--- config.mk ---
export PLATFORM = sky130hd
export DESIGN_NAME = rpn_stack_issuer
export DESIGN_NICKNAME = d
export VERILOG_FILES = /design/src/rtl/rpn_stack_issuer.sv
export SDC_FILE = /design/constraint.sdc
export NUM_CORES = 1
export LEC_CHECK = 0
export CAP_MARGIN = 5
export CORE_ASPECT_RATIO = 1.1
export CORE_MARGIN = 4
export CORE_UTILIZATION = 40
export CTS_CLUSTER_SIZE = 20
export DETAILED_ROUTE_END_ITERATION = 10
export HOLD_SLACK_MARGIN = 0.08
export PLACE_DENSITY = 0.78
export SLEW_MARGIN = 40
export SYNTH_ARGS = -nofsm -noshare
export SYNTH_HDL_FRONTEND = slang
export SYNTH_SLANG_ARGS = --single-unit
--- constraint.sdc ---
create_clock -name clk -period 2.4 [get_ports clk]
set_clock_uncertainty 0.2 [all_clocks]
set_input_delay 0.36 -clock clk [delete_from_list [all_inputs] [get_ports clk]]
set_output_delay 0.36 -clock clk [all_outputs]
set_load 0.01 [all_outputs]
--- src/rtl/rpn_stack_issuer.sv ---
// RPN token issuer: turns operand/operator/end tokens into stack opcodes
// and reports one result and error code per expression.
module rpn_stack_issuer #(
    parameter int DEPTH = 256,
    parameter int WIDTH = 32,
    parameter int CNT_W = $clog2(DEPTH + 1)
) (
    input  logic             clk,
    input  logic             rst_n,
    input  logic             tok_valid,
    output logic             tok_ready,
    input  logic [1:0]       tok_kind,
    input  logic [WIDTH-1:0] tok_data,
    output logic             res_valid,
    input  logic             res_ready,
    output logic [WIDTH-1:0] res_data,
    output logic [2:0]       res_err,
    output logic [2:0]       stk_opcode,
    output logic [WIDTH-1:0] stk_data,
    input  logic [WIDTH-1:0] stk_output,
    input  logic             stk_empty,
    input  logic             stk_full,
    input  logic             stk_overflow
);

    typedef enum logic [2:0] {
        S_IDLE,
        S_ISSUE,
        S_CHECK,
        S_CAPTURE,
        S_DRAIN,
        S_RESULT
    } state_e;

    localparam logic [2:0] OP_NOP  = 3'b000;
    localparam logic [2:0] OP_ADD  = 3'b100;
    localparam logic [2:0] OP_MUL  = 3'b101;
    localparam logic [2:0] OP_PUSH = 3'b110;
    localparam logic [2:0] OP_POP  = 3'b111;

    localparam logic [2:0] E_OK    = 3'd0;
    localparam logic [2:0] E_UNDER = 3'd1;
    localparam logic [2:0] E_FULL  = 3'd2;
    localparam logic [2:0] E_OVF   = 3'd3;
    localparam logic [2:0] E_END   = 3'd4;

    localparam logic [1:0] K_OPND = 2'd0;
    localparam logic [1:0] K_ADD  = 2'd1;
    localparam logic [1:0] K_MUL  = 2'd2;
    localparam logic [1:0] K_END  = 2'd3;

    localparam logic [CNT_W-1:0] CNT_MAX = CNT_W'(DEPTH);
    localparam logic [CNT_W-1:0] CNT_ONE = CNT_W'(1);
    localparam logic [CNT_W-1:0] CNT_TWO = CNT_W'(2);

    state_e           state_q, state_d;
    state_e           ret_q, ret_d;
    logic [CNT_W-1:0] count_q, count_d;
    logic [2:0]       err_q, err_d;
    logic             end_seen_q, end_seen_d;
    logic [2:0]       opcode_q, opcode_d;
    logic [WIDTH-1:0] sdata_q, sdata_d;
    logic             rvalid_q, rvalid_d;
    logic [WIDTH-1:0] rdata_q, rdata_d;
    logic [2:0]       rerr_q, rerr_d;

    logic tok_fire;
    logic desync_full;
    logic desync_empty;

    // Once the end token is seen in DRAIN, hold off the next expression.
    assign tok_ready = (state_q == S_IDLE) |
                       ((state_q == S_DRAIN) & ~end_seen_q);
    assign tok_fire = tok_valid & tok_ready;

    assign desync_full  = stk_full & (count_q < CNT_MAX);
    assign desync_empty = ~stk_empty & (count_q == '0);

    assign stk_opcode = opcode_q;
    assign stk_data   = sdata_q;
    assign res_valid  = rvalid_q;
    assign res_data   = rdata_q;
    assign res_err    = rerr_q;

    always_comb begin
        state_d    = state_q;
        ret_d      = ret_q;
        count_d    = count_q;
        err_d      = err_q;
        end_seen_d = end_seen_q;
        opcode_d   = OP_NOP;
        sdata_d    = sdata_q;
        rvalid_d   = rvalid_q;
        rdata_d    = rdata_q;
        rerr_d     = rerr_q;

        unique case (state_q)
            S_IDLE: begin
                if (tok_fire) begin
                    end_seen_d = (tok_kind == K_END);
                    if (desync_full) begin
                        err_d   = E_FULL;
                        state_d = S_DRAIN;
                    end else if (desync_empty) begin
                        err_d   = E_END;
                        state_d = S_DRAIN;
                    end else begin
                        unique case (tok_kind)
                            K_OPND: begin
                                if (count_q == CNT_MAX) begin
                                    err_d   = E_FULL;
                                    state_d = S_DRAIN;
                                end else begin
                                    opcode_d = OP_PUSH;
                                    sdata_d  = tok_data;
                                    count_d  = count_q + CNT_ONE;
                                    ret_d    = S_IDLE;
                                    state_d  = S_ISSUE;
                                end
                            end
                            K_ADD, K_MUL: begin
                                if (count_q >= CNT_TWO) begin
                                    opcode_d = (tok_kind == K_ADD) ?
                                               OP_ADD : OP_MUL;
                                    count_d  = count_q - CNT_ONE;
                                    ret_d    = S_CHECK;
                                    state_d  = S_ISSUE;
                                end else begin
                                    err_d   = E_UNDER;
                                    state_d = S_DRAIN;
                                end
                            end
                            K_END: begin
                                if (count_q == CNT_ONE) begin
                                    opcode_d = OP_POP;
                                    count_d  = '0;
                                    ret_d    = S_CAPTURE;
                                    state_d  = S_ISSUE;
                                end else begin
                                    err_d   = E_END;
                                    state_d = S_DRAIN;
                                end
                            end
                        endcase
                    end
                end
            end
            S_ISSUE: state_d = ret_q;
            S_CHECK: begin
                if (stk_overflow) begin
                    err_d      = E_OVF;
                    end_seen_d = 1'b0;
                    state_d    = S_DRAIN;
                end else begin
                    state_d = S_IDLE;
                end
            end
            S_CAPTURE: begin
                rdata_d  = stk_output;
                rerr_d   = E_OK;
                rvalid_d = 1'b1;
                state_d  = S_RESULT;
            end
            S_DRAIN: begin
                if (count_q != '0) begin
                    opcode_d = OP_POP;
                    count_d  = count_q - CNT_ONE;
                end
                if (tok_fire && tok_kind == K_END) begin
                    end_seen_d = 1'b1;
                end
                if (count_q == '0 && end_seen_q) begin
                    rdata_d  = '0;
                    rerr_d   = err_q;
                    rvalid_d = 1'b1;
                    state_d  = S_RESULT;
                end
            end
            S_RESULT: begin
                if (res_ready) begin
                    rvalid_d   = 1'b0;
                    err_d      = E_OK;
                    end_seen_d = 1'b0;
                    state_d    = S_IDLE;
                end
            end
            default: state_d = S_IDLE;
        endcase
    end

    always_ff @(posedge clk or negedge rst_n) begin
        if (!rst_n) begin
            state_q    <= S_IDLE;
            ret_q      <= S_IDLE;
            count_q    <= '0;
            err_q      <= E_OK;
            end_seen_q <= 1'b0;
            opcode_q   <= OP_NOP;
            sdata_q    <= '0;
            rvalid_q   <= 1'b0;
            rdata_q    <= '0;
            rerr_q     <= E_OK;
        end else begin
            state_q    <= state_d;
            ret_q      <= ret_d;
            count_q    <= count_d;
            err_q      <= err_d;
            end_seen_q <= end_seen_d;
            opcode_q   <= opcode_d;
            sdata_q    <= sdata_d;
            rvalid_q   <= rvalid_d;
            rdata_q    <= rdata_d;
            rerr_q     <= rerr_d;
        end
    end

endmodule

Word-level counts from Yosys, hierarchy flattened
Cells that the tools add are included.
W data, S select, Z words.
{"block": "totals", "regBits": 90, "latch_bits": 0, "mem_bits_rw": 0, "rom_bits": 0, "in_bits": 73, "out_inout_bits": 72, "elab_cells": 125, "n_memories": 0}
{"block": "classes", "n_addsub": 2, "n_mul": 0, "div_mod_pow": 0, "magnitude_cmp": 2, "n_eq_ne": 27, "shift": 0, "mux": 54, "n_bitwise": 10, "reduce_logical": 20}
{"operator": "$mux W3", "n": 27}
{"operator": "$pmux W32 S2", "n": 1}
{"operator": "$mux W9", "n": 7}
{"operator": "$pmux W3 S3", "n": 5}
{"operator": "$mux W32", "n": 1}
{"operator": "$pmux W9 S3", "n": 1}
{"operator": "$pmux W3 S6", "n": 1}
{"operator": "$pmux W9 S2", "n": 1}
{"operator": "$ne A5 B5 Y1 const B", "n": 3}
{"operator": "$ne A2 B2 Y1 const B", "n": 7}
{"operator": "$reduce_and A7 Y1", "n": 2}
{"operator": "$pmux W3 S2", "n": 2}
{"operator": "$add A9 B1 Y9 const B", "n": 1}
{"operator": "$eq A9 B1 Y1 const B", "n": 1}
{"operator": "$eq A9 B9 Y1 const B", "n": 1}
{"operator": "$ge A9 B2 Y1 const B", "n": 1}
{"operator": "$logic_not A9 Y1", "n": 1}
{"operator": "$lt A9 B9 Y1 const B", "n": 1}
{"operator": "$reduce_bool A9 Y1", "n": 1}
{"operator": "$sub A9 B1 Y9 const B", "n": 1}
{"operator": "$ne A2 B1 Y1 const B", "n": 4}
{"operator": "$reduce_and A8 Y1", "n": 1}
{"operator": "$eq A3 B2 Y1 const B", "n": 2}
{"operator": "$eq A3 B3 Y1 const B", "n": 2}
{"operator": "other kinds (22)", "n": 40}

Logic depth before layout (Yosys ltp)
Gate-level depths: netlist of run 1.
{"block": "logic_depth", "ltp_word": 8, "depth_mapped": 9, "ltp_nobuf": 7}

Least setup slack after synthesis of run 1
Ideal clock, no wire load.
{"block": "synth_timing", "path_type": "flip-flop to flip-flop", "startpoint": "register count_q[0]", "endpoint": "register sdata_q[10], in the netlist stk_data[10]", "setup_ns": 0.125, "arrival_ns": 2.118, "required_time_ns": 2.075, "setup_slack_ns": -0.043, "stages_incl_launch_ff": 9, "path_buffers": 1, "synth_period_minus_slack_ns": 2.443, "path_cell_list": "dfrtp_1 -> inv_1 -> ha_1 -> nor4b_2 -> nand3_1 -> nand3_2 -> a2111oi_4 -> buf_6 -> mux2_4"}
{"block": "synth_via", "elab_chain_cells": 4, "word_cells_on_any_way": 9, "cone_classes": "1 x order compare; 1 x eq/ne; 5 x bitwise; 2 x reduce/logical"}
{"element": "from (decl)", "line": "58", "text": "logic [CNT_W-1:0] count_q, count_d;"}
{"element": "from (signal assigned)", "line": "206", "text": "count_q <= count_d;"}
{"element": "$lt A9 B9 Y1 / $logic_not A9 Y1 (equally long branches)", "line": "76, 77"}
{"element": "$and A1 B1 Y1 (on tied branches)", "line": "76, 77"}
{"element": "$not A1 Y1 (no source line)"}
{"element": "$reduce_and A6 Y1 (no source line) (*)"}
{"element": "to (signal assigned)", "line": "210", "text": "sdata_q <= sdata_d;"}
{"element": "to (decl)", "line": "62", "text": "logic [WIDTH-1:0] sdata_q, sdata_d;"}
Mark *: on every way between the ends. The rest lies on a longest branch, timed or not.
A chain may end at the register's enable or synchronous reset.

Worst setup path after layout of run 1
{"block": "layout_timing", "startpoint": "register state_q[0]", "endpoint": "register sdata_q[0], in the netlist stk_data[0]"}
{"block": "layout_via", "elab_chain_cells": 5, "word_cells_on_any_way": 6, "cone_classes": "1 x eq/ne; 3 x bitwise; 2 x reduce/logical"}
{"element": "from (decl)", "line": "56", "text": "state_e state_q, state_d;"}
{"element": "from (signal assigned)", "line": "204", "text": "state_q <= state_d;"}
{"element": "$eq A3 B3 Y1", "line": "73", "text": "((state_q == S_DRAIN) & ~end_seen_q);"}
{"element": "$and A1 B1 Y1", "line": "73"}
{"element": "$or A1 B1 Y1", "line": "72", "text": "assign tok_ready = (state_q == S_IDLE) |"}
{"element": "$and A1 B1 Y1", "line": "74", "text": "assign tok_fire = tok_valid & tok_ready;"}
{"element": "$reduce_and A6 Y1 (no source line) (*)"}
Marked as above.

==> results of run 1 <==
routing by layer:
metal	global-route usage (%)	vias up
met1	24.0	1937
met2	32.1	141
met4	9.71	0
met3	2.87	29
met5	0	-
li1	-	1758
layout make-up:
class,count,area share (%)
clock inverters,6,1.33
flip-flops and latches,89,32.8
clock buffers,10,3.38
well taps,147,2.71
repair buffers,201,28.4
multi-input cells,235,30.6
inverters,15,0.830
worst register-to-register path, cell delays in order (launching register included):
cell       delay, ns
dfrtp_1         0.44
buf_4           0.22
nor3_4          0.21
nand3_2         0.12
a2111oi_4       0.35
buf_6           0.18
buf_12          0.15
mux2_2          0.35
stage by stage:
| step | cells | TNS (ns) | utilization (%) | worst slack (ns) |
|---|---|---|---|---|
| finish | 703 | 0 | 61.9 | 0.0634 |
| global placement | 682 | -4.26 | 57.8 | -0.149 |
| floorplan | 364 | 0 | - | 0.0380 |
| global route | 703 | -0.00999 | 61.9 | -0.00754 |
| CTS | 701 | -0.105 | 61.0 | -0.0192 |
| detailed placement | 682 | -5.77 | 57.9 | -0.231 |
kinds of logic (layout without fill, tap and decap cells):
kind of cell               count (synthesis)  after routing  share of synthesized area [%]
AOI/OAI and AO/OA                        111            111                           20.1
DFF                                       89             89                           49.7
and+or+nand+nor                           75             75                           9.61
muxes                                     42             42                           13.2
buffers and inverters                     40            232                           5.36
adders and majority gates                  7              7                           1.95
state kept, by name, summed over array words and instances (netlist names):
signal and count:
end_seen_q 1, res_err 3, err_q 3, stk_opcode 3
state_q 3, ret_q 2, stk_data 32, res_valid 1
count_q 9, res_data 32
what timing repair did:
action                                 in CTS  in global routing
hold buffers                                1                  0
cloned                                      0                  1
pin swaps                                   1                  3
setup endpoints to repair                  12                 38
endpoints found under the hold margin      36                  0
resized for setup                           0                 13
buffers inserted                            2                  1
placed cells by master (no fill, tap or decap), drive strengths merged, types with 3 or more instances in the layout:
cell,synthesis,layout
a2111oi,3,3
nand2,20,20
o221ai,5,5
and3,5,5
dfrtp,89,89
a22o,32,32
a41oi,3,3
clkdlybuf4s50,0,143
nand4,5,5
o22a,4,4
clkbuf,10,11
inv,15,17
nor4,3,3
a221oi,3,3
buf,15,56
nand3,12,12
a21o,3,3
a22oi,4,4
o21ai,15,15
nor2,14,14
ha,7,7
mux2i,3,3
a211oi,5,5
nor3,4,4
a21oi,11,11
mux2,38,38
nor2b,4,4
o211a,3,3
power breakdown:
part,total [uW],switching (uW),internal (uW)
registers,2590,449,2140
clock network,1520,598,918
logic,4530,2030,2500
total,8640,3070,5560
worst max-delay path by stage:
stage,endpoint,depth (start not counted),start,slack (ns)
CTS,stk_data[20]$_DFFE_PN0P_,5,end_seen_q$_DFFE_PN0P_,-0.02
global placement,count_q[2]$_DFFE_PN0P_,9,tok_kind[0],-0.15
detailed placement,count_q[2]$_DFFE_PN0P_,9,tok_kind[0],-0.23
floorplan,stk_data[10]$_DFFE_PN0P_,8,count_q[0]$_DFFE_PN0P_,0.04
global route,count_q[6]$_DFFE_PN0P_,8,count_q[4]$_DFFE_PN0P_,-0.008
finish,stk_data[0]$_DFFE_PN0P_,7,state_q[0]$_DFFE_PN0P_,0.06
==> results_dict.tcl, run 1 <==
set metrics [dict create \
    grt_max_degree 40 \
    outcome "finished, final reports clean" \
    synth_top_area_share_pct 49.7 \
    wirelength_um 13000 \
    met3_length_um 710 \
    multi_input_area_sq_um 2070 \
    wl_met2_um 6630 \
    syn_area_per_cell_sq_um 12.3 \
    synthesis.nets 444 \
    crit_type "reg2reg" \
    worst_pin_slew_ns 0.723 \
    core_sq_um 11000 \
    clk_path_buf_depth 2 \
    clkSlewWorstSetupHoldPaths_ns 0.06 \
    chipHeight_um 119 \
    io_buffers 144 \
    post-route-period-util_pct 97.4 \
    cp_top_family "buffers and inverters" \
    cts_tree "built" \
    synth_common_cells "dfrtp_1 (89), a22o_1 (32), mux2_4 (30), nand2_1 (19), inv_1 (15)" \
    synth_top_cell_by_area "dfrtp_1" \
    arrival_ns 2.36 \
    cts.htree.levels 3 \
    netlist_instances 364 \
    drt-met1-wl_um 5240 \
    num_vias 3865 \
    dpl-instance-area_sq_um 6340 \
    start_util_pct 40.9 \
    worst-r2r-cell-count 7 \
    setup_viol 0 \
    syn2layout_area_growth_pct 51.4 \
    drive_gt1_share_pct 24.1 \
    peakVddDrop_uv 554 \
    reg2reg_to "stk_data[0]$_DFFE_PN0P_" \
    die-area_sq_um 13000 \
    r2r-start "state_q[0]$_DFFE_PN0P_" \
    pwr_density_cell_nw_per_um2 1270 \
    detailed_place_hpwl_um 9450 \
    gr-total-overflow 0 \
    design_area_sq_um 6780 \
    rows 40 \
    cts_made_buffers 9 \
    hold_viol 0 \
    power_uw 8640 \
    gr-usage-all-layers_pct 19.3 \
    synthArstFlopShare_pct 100 \
    cp_max_fo 14 \
    critPathBufInv 3 \
    syn_area_sq_um 4480 \
    layout.nets 631 \
    crit_required_ns 2.42 \
    yosysMostFrequentCell "dfrtp_1" \
    yosys_warnings 0 \
    ios 145 \
    critical_path.cell_chain "buf_4 -> nor3_4 -> nand3_2 -> a2111oi_4 -> buf_6 -> buf_12 -> mux2_2" \
    p_leak_uw 0.00299 \
    synth_top_flop_cell "dfrtp_1" \
    drcViolationCount 0 \
    cts.sinks 89 \
    crit_slowest_cell "dfrtp_1" \
    crit_path_end_kind "register" \
    synth_top_cells_by_area "dfrtp_1 (50%), mux2_4 (10%), a22o_1 (6.3%)" \
    drt_iter0_drc 277 \
    slew_violations 0 \
    clkLatencyLatePin_ns 0.34 \
    start_kind "register" \
    rrSetupSlack_ns 0.06 \
    hold_end "res_err[2]$_DFFE_PN0P_" \
    ant_nets 0 \
    ys_types 64 \
    ys_seq_area_share_pct 49.7 \
    whs_path_depth 2 \
    max_stage_delay_ns 0.44 \
    hold_path_startpoint "res_err[2]$_DFFE_PN0P_" \
    root_buffer "clkbuf_16" \
    fillCellCount 825 \
    ys_seq_elements 89 \
    grt_pass1_wl_um 19900 \
    first_pass_iters 5 \
    hold_class "reg2reg" \
    final-seq-area_sq_um 2230 \
    routedWlPerCell_um 18.5 \
    hold_ws_ns 0.289 \
    slew_headroom_pct 51.7 \
    grt_pass1_vias 3920 \
    synth_edf_count 0 \
    gp_congestion 0.976 \
    drv_cap 0 \
    die_w_um 109 \
    dr.max_layer_used "met4" \
    antenna_found_initial 0 \
    min_period_ns 2.34 \
    fmax_mhz 428 \
    viasPerCell 5.50 \
    antenna_cells 0 \
]
Power figures use the tool's default switching activity.
==> run 2: changes to the inputs <==
--- a/config.mk
+++ b/config.mk
@@ -9,6 +9,7 @@
 export CORE_ASPECT_RATIO = 1.1
 export CORE_MARGIN = 4
 export CORE_UTILIZATION = 40
+export CTS_BUF_LIST = sky130_fd_sc_hd__clkbuf_8
 export CTS_CLUSTER_SIZE = 20
 export DETAILED_ROUTE_END_ITERATION = 10
 export HOLD_SLACK_MARGIN = 0.08
==> run 2 against run 1 <==
Routed wire length about the same; die area is the same; global-route usage is 0.18 points lower; via count up 0.67%; maximum frequency down 0.39%; worst setup slack got worse by 0.0091 ns; critical path depth did not move; worst hold slack improved by 0.0041 ns; sequential share of layout area grew 0.23 points; critical path type unchanged; largest cell class unchanged; highest routed layer unchanged.
==> results_dict.tcl, run 2 (same netlist as run 1, synthesis figures left out) <==
set metrics [dict create \
    crit_required_ns 2.45 \
    cp-endpoint "stk_data[5]$_DFFE_PN0P_" \
    grt_pass1_vias 3880 \
    final_cells 707 \
    rrSetupSlack_ns 0.05 \
    worst-r2r-cell-count 7 \
    cp-startpoint "state_q[0]$_DFFE_PN0P_" \
    cts.htree.levels 3 \
    antenna_cells 0 \
    arrival_ns 2.39 \
    viasPerCell 5.50 \
    gr-usage-all-layers_pct 19.1 \
    drv_cap 0 \
    layout_common_cells "clkdlybuf4s50_1 (143), dfrtp_1 (89), buf_4 (53)" \
    cts.sinks 89 \
    first_pass_iters 5 \
    fillCellCount 820 \
    peakVddDrop_uv 501 \
    dpl.cell_count 682 \
    drcViolationCount 0 \
    gp_congestion 0.976 \
    setup_slack_ns 0.0543 \
    antenna_found_initial 0 \
    crit_type "reg2reg" \
    rows 40 \
    detailed_place_hpwl_um 9450 \
    num_vias 3891 \
    die-area_sq_um 13000 \
    p_leak_uw 0.00298 \
    gr-total-overflow 0 \
    cts_made_buffers 9 \
    crit_path_end_kind "register" \
    core_sq_um 11000 \
    slew_headroom_pct 52.3 \
    grt_pass1_wl_um 19700 \
    grt_max_degree 40 \
    clkLatencyLatePin_ns 0.36 \
    post-route-period-util_pct 97.7 \
    final_common_cell "clkdlybuf4s50_1" \
    ios 145 \
    setup_viol 0 \
    die_w_um 109 \
    fmax_mhz 426 \
    chipHeight_um 119 \
    start_util_pct 40.9 \
    outcome "finished, final reports clean" \
    hold_path_startpoint "res_err[1]$_DFFE_PN0P_" \
    reg2reg_to "stk_data[5]$_DFFE_PN0P_" \
    clk_path_buf_depth 2 \
    io_buffers 144 \
    fin_util_pct 61.4 \
    rsz0062_at_grt "yes" \
    cts_tree "built" \
    hold_viol 0 \
    wirelength_um 13000 \
    worst_pin_slew_ns 0.713 \
    cp_max_fo 14 \
    pwr_density_cell_nw_per_um2 1220 \
    ant_nets 0 \
    drive_gt1_share_pct 24.8 \
    drt_iter0_drc 301 \
    syn2layout_area_growth_pct 50.3 \
    routedWlPerCell_um 18.4 \
    layout.nets 635 \
    setup_tns_ns 0 \
    hold_class "reg2reg" \
    root_buffer "clkbuf_8" \
    min_period_ns 2.35 \
    slew_violations 0 \
    start_kind "register" \
    clkSlewWorstSetupHoldPaths_ns 0.09 \
    pre_cts_ws_ns -0.231 \
    r2r-start "state_q[0]$_DFFE_PN0P_" \
]
[run 2: worst max-delay path, stage by stage (launching register included)]
cell	delay, ns
dfrtp_1	0.45
buf_4	0.22
nor3_4	0.20
nand3_2	0.12
a2111oi_4	0.35
buf_6	0.22
clkbuf_16	0.17
mux2_4	0.30
[run 2: timing repair]
| item | 4_1_cts | 5_1_grt |
|---|---|---|
| pin swaps | 1 | 4 |
| hold buffers | 1 | 0 |
| buffers inserted | 0 | 4 |
| cloned | 0 | 4 |
| resized for setup | 1 | 11 |
| setup endpoints to repair | 12 | 42 |
| hold endpoints to repair | 36 | 0 |
[run 2: area by class of cell]
type / instances / area, sq um / area share [%]
clock inverters: 7 / 93.8 / 1.39
repair buffers: 205 / 2000 / 29.6
multi-input cells: 235 / 2050 / 30.5
flip-flops and latches: 89 / 2230 / 33.1
well taps: 147 / 184 / 2.73
inverters: 15 / 56.3 / 0.836
clock buffers: 9 / 124 / 1.84
[run 2: metal layers]
metal	vias to the layer above	track usage [%]	share of wire, %
li1	1754	-	-
met1	1936	23.7	40
met2	160	32.0	51
met3	41	2.49	5.2
met4	0	9.79	3.4
met5	-	0	0
[run 2: worst min path at each step]
stage / end / slack (ns) / cells past startpoint
final: res_err[1]$_DFFE_PN0P_ / 0.29 / 2
after global routing: res_err[0]$_DFFE_PN0P_ / 0.32 / 2
after CTS: res_err[1]$_DFFE_PN0P_ / 0.30 / 2
after detailed placement: stk_data[5]$_DFFE_PN0P_ / 0.17 / 1
after global placement: stk_data[5]$_DFFE_PN0P_ / 0.17 / 1
after floorplan: count_q[0]$_DFFE_PN0P_ / -0.14 / 0
[run 2: power breakdown]
part	switching (uW)	internal, uW
Combinational	2010	2500
Sequential	445	2140
Clock	560	589
Total	3020	5230
[run 2: stage by stage]
step	hold slack, ns	power [uW]	cell area [sq um]
after floorplan	-0.136	4840	4480
after global placement	0.167	6830	6340
after detailed placement	0.173	6940	6340
after CTS	0.298	8110	6580
after global routing	0.317	8720	6740
final	0.293	8250	6740
==> run 3: changes to the inputs <==
--- a/config.mk
+++ b/config.mk
@@ -13,7 +13,7 @@
 export CTS_CLUSTER_SIZE = 20
 export DETAILED_ROUTE_END_ITERATION = 10
 export HOLD_SLACK_MARGIN = 0.08
-export PLACE_DENSITY = 0.78
+export PLACE_DENSITY = 0.75
 export SLEW_MARGIN = 40
 export SYNTH_ARGS = -nofsm -noshare
 export SYNTH_HDL_FRONTEND = slang
==> constraint.sdc (replaced) <==
create_clock -name clk -period 2.85 [get_ports clk]
set_clock_uncertainty 0.2 [all_clocks]
set_input_delay 0.4275 -clock clk [delete_from_list [all_inputs] [get_ports clk]]
set_output_delay 0.4275 -clock clk [all_outputs]
set_load 0.01 [all_outputs]
==> run 3 against run 2 <==
Cell area decreased by 6.5%; largest power group unchanged; die area unchanged; worst hold slack got worse by 0.0088 ns; maximum frequency decreased by 7.3%; combinational power decreased by 27%; clock power decreased by 25%.
==> results_dict.tcl, run 3 (same netlist as run 1, synthesis figures left out) <==
set metrics [dict create \
    gr-usage-all-layers_pct 19.0 \
    gr-total-overflow 0 \
    final_common_cell "clkdlybuf4s50_1" \
    peakVddDrop_uv 458 \
    combPwrFrac_pct 51.7 \
    detailed_place_hpwl_um 9130 \
    crit_slowest_cell "dfrtp_1" \
    clk_path_buf_depth 2 \
    critPathBufInv 2 \
    routedWlPerCell_um 18.3 \
    chipHeight_um 119 \
    rows 40 \
    arrival_ns 2.58 \
    pwr_density_cell_nw_per_um2 1020 \
    syn2layout_area_growth_pct 40.5 \
    switchingPower_uw 2380 \
    drv_cap 0 \
    cp_max_fo 32 \
    seqPwrFrac_pct 34.8 \
    setup_slack_ns 0.319 \
    grt_pass1_wl_um 19600 \
    sw_frac_of_total_pct 37.3 \
    critical_path.cell_chain "inv_1 -> ha_1 -> nor4b_2 -> nand3_1 -> nand3_2 -> a2111oi_4 -> buf_12 -> mux2_2" \
    die_w_um 109 \
    die-area_sq_um 13000 \
    dpl.cell_count 649 \
    setup_viol 0 \
    hold_ws_ns 0.285 \
    cts_made_buffers 9 \
    ant_nets 0 \
    core_sq_um 11000 \
    start_util_pct 40.9 \
    layout.nets 594 \
    root_buffer "clkbuf_8" \
    start_kind "register" \
    hold_viol 0 \
    cp_top_family "simple AND/OR/NAND/NOR gates" \
    max_stage_delay_ns 0.38 \
    final_cells 666 \
    outcome "finished, final reports clean" \
    cts_tree "built" \
    drcViolationCount 0 \
    grt_pass1_vias 3794 \
    viasPerCell 5.40 \
    worst_pin_slew_ns 0.580 \
    crit_required_ns 2.90 \
    drt_iter0_drc 212 \
    grt_max_degree 49 \
    min_period_ns 2.53 \
    crit_type "reg2reg" \
    ios 145 \
    slew_headroom_pct 61.4 \
    wirelength_um 12200 \
    fmax_mhz 395 \
    clock_power_share_pct 13.5 \
    num_vias 3594 \
    post-route-period-util_pct 88.8 \
    antenna_found_initial 0 \
    hold_class "reg2reg" \
    first_pass_iters 5 \
    drive_gt1_share_pct 17.9 \
    layout_common_cells "clkdlybuf4s50_1 (143), dfrtp_1 (89), a22o_1 (32)" \
    setup_tns_ns 0 \
    crit_path_end_kind "register" \
    p_int_uw 4010 \
    p_leak_uw 0.00273 \
    io_buffers 144 \
    rsz0062_at_grt "no" \
    cts.sinks 89 \
    slew_violations 0 \
    antenna_cells 0 \
    pre_cts_ws_ns 0.0868 \
    clkLatencyLatePin_ns 0.36 \
    clkSlewWorstSetupHoldPaths_ns 0.09 \
    gp_congestion 0.893 \
    cts.htree.levels 3 \
]
run 3: changes by cell type in the layout (fill, tap and decap cells not counted), sizes merged:
cell      before  now
clkinvlp       1    2
clkbuf        12    9
inv           18   17
buf           58   20
clkinv         1    2
bufinv         2    1
run 3: worst register-to-register path, stage by stage, from the launching register on:
cell	delay [ns]
dfrtp_1	0.38
inv_1	0.09
ha_1	0.25
nor4b_2	0.21
nand3_1	0.17
nand3_2	0.11
a2111oi_4	0.34
buf_12	0.29
mux2_2	0.38
run 3: power by group through the flow:
stage / sequential [uW] / combinational, uW / clock [uW]
after CTS: 2220 / 3320 / 898
after global routing: 2300 / 3560 / 941
after global placement: 2220 / 3260 / 0
after floorplan: 2320 / 1760 / 0
after detailed placement: 2240 / 3300 / 0
final: 2220 / 3310 / 865
run 3: cell type report:
cell class,instances,area [sq um]
fillers,893,4670
flip-flops and latches,89,2230
multi-input cells,235,2020
repair buffers,164,1620
well taps,147,184
clock buffers,9,124
clock inverters,7,71.3
inverters,15,56.3
run 3: worst paths after layout:
path | endpoint | slack [ns] | cells past startpoint | from
worst max-delay path | stk_data[31]$_DFFE_PN0P_ | 0.32 | 8 | count_q[1]$_DFFE_PN0P_
max in group asynchronous | stk_data[15]$_DFFE_PN0P_ | 1.40 | 3 | rst_n
min in group asynchronous | count_q[8]$_DFFE_PN0P_ | 0.40 | 2 | rst_n
worst max register to register | stk_data[31]$_DFFE_PN0P_ | 0.32 | 8 | count_q[1]$_DFFE_PN0P_
worst min-delay path | res_err[1]$_DFFE_PN0P_ | 0.28 | 2 | res_err[1]$_DFFE_PN0P_
worst min register to register | res_err[1]$_DFFE_PN0P_ | 0.28 | 2 | res_err[1]$_DFFE_PN0P_
run 3: what timing repair did:
| action | in CTS | in global routing |
|---|---|---|
| resized for setup | 0 | 0 |
| buffers inserted | 0 | 0 |
| hold endpoints to repair | 41 | 0 |
| hold buffers | 1 | 0 |
run 3: metrics by stage:
step / power, uW / cell area [sq um] / util, %
floorplan: 4080 / 4480 / -
global placement: 5480 / 6090 / 55.6
detailed placement: 5540 / 6090 / 55.6
CTS: 6440 / 6290 / 57.4
global route: 6800 / 6290 / 57.4
finish: 6400 / 6290 / 57.4
run 3: layer usage:
metal | global-route usage [%] | up-vias | wire, um
li1 | - | 1672 | -
met1 | 22.4 | 1772 | 4720
met2 | 34.3 | 130 | 6580
met3 | 2.76 | 20 | 604
met4 | 7.34 | 0 | 272
met5 | 0 | - | 0
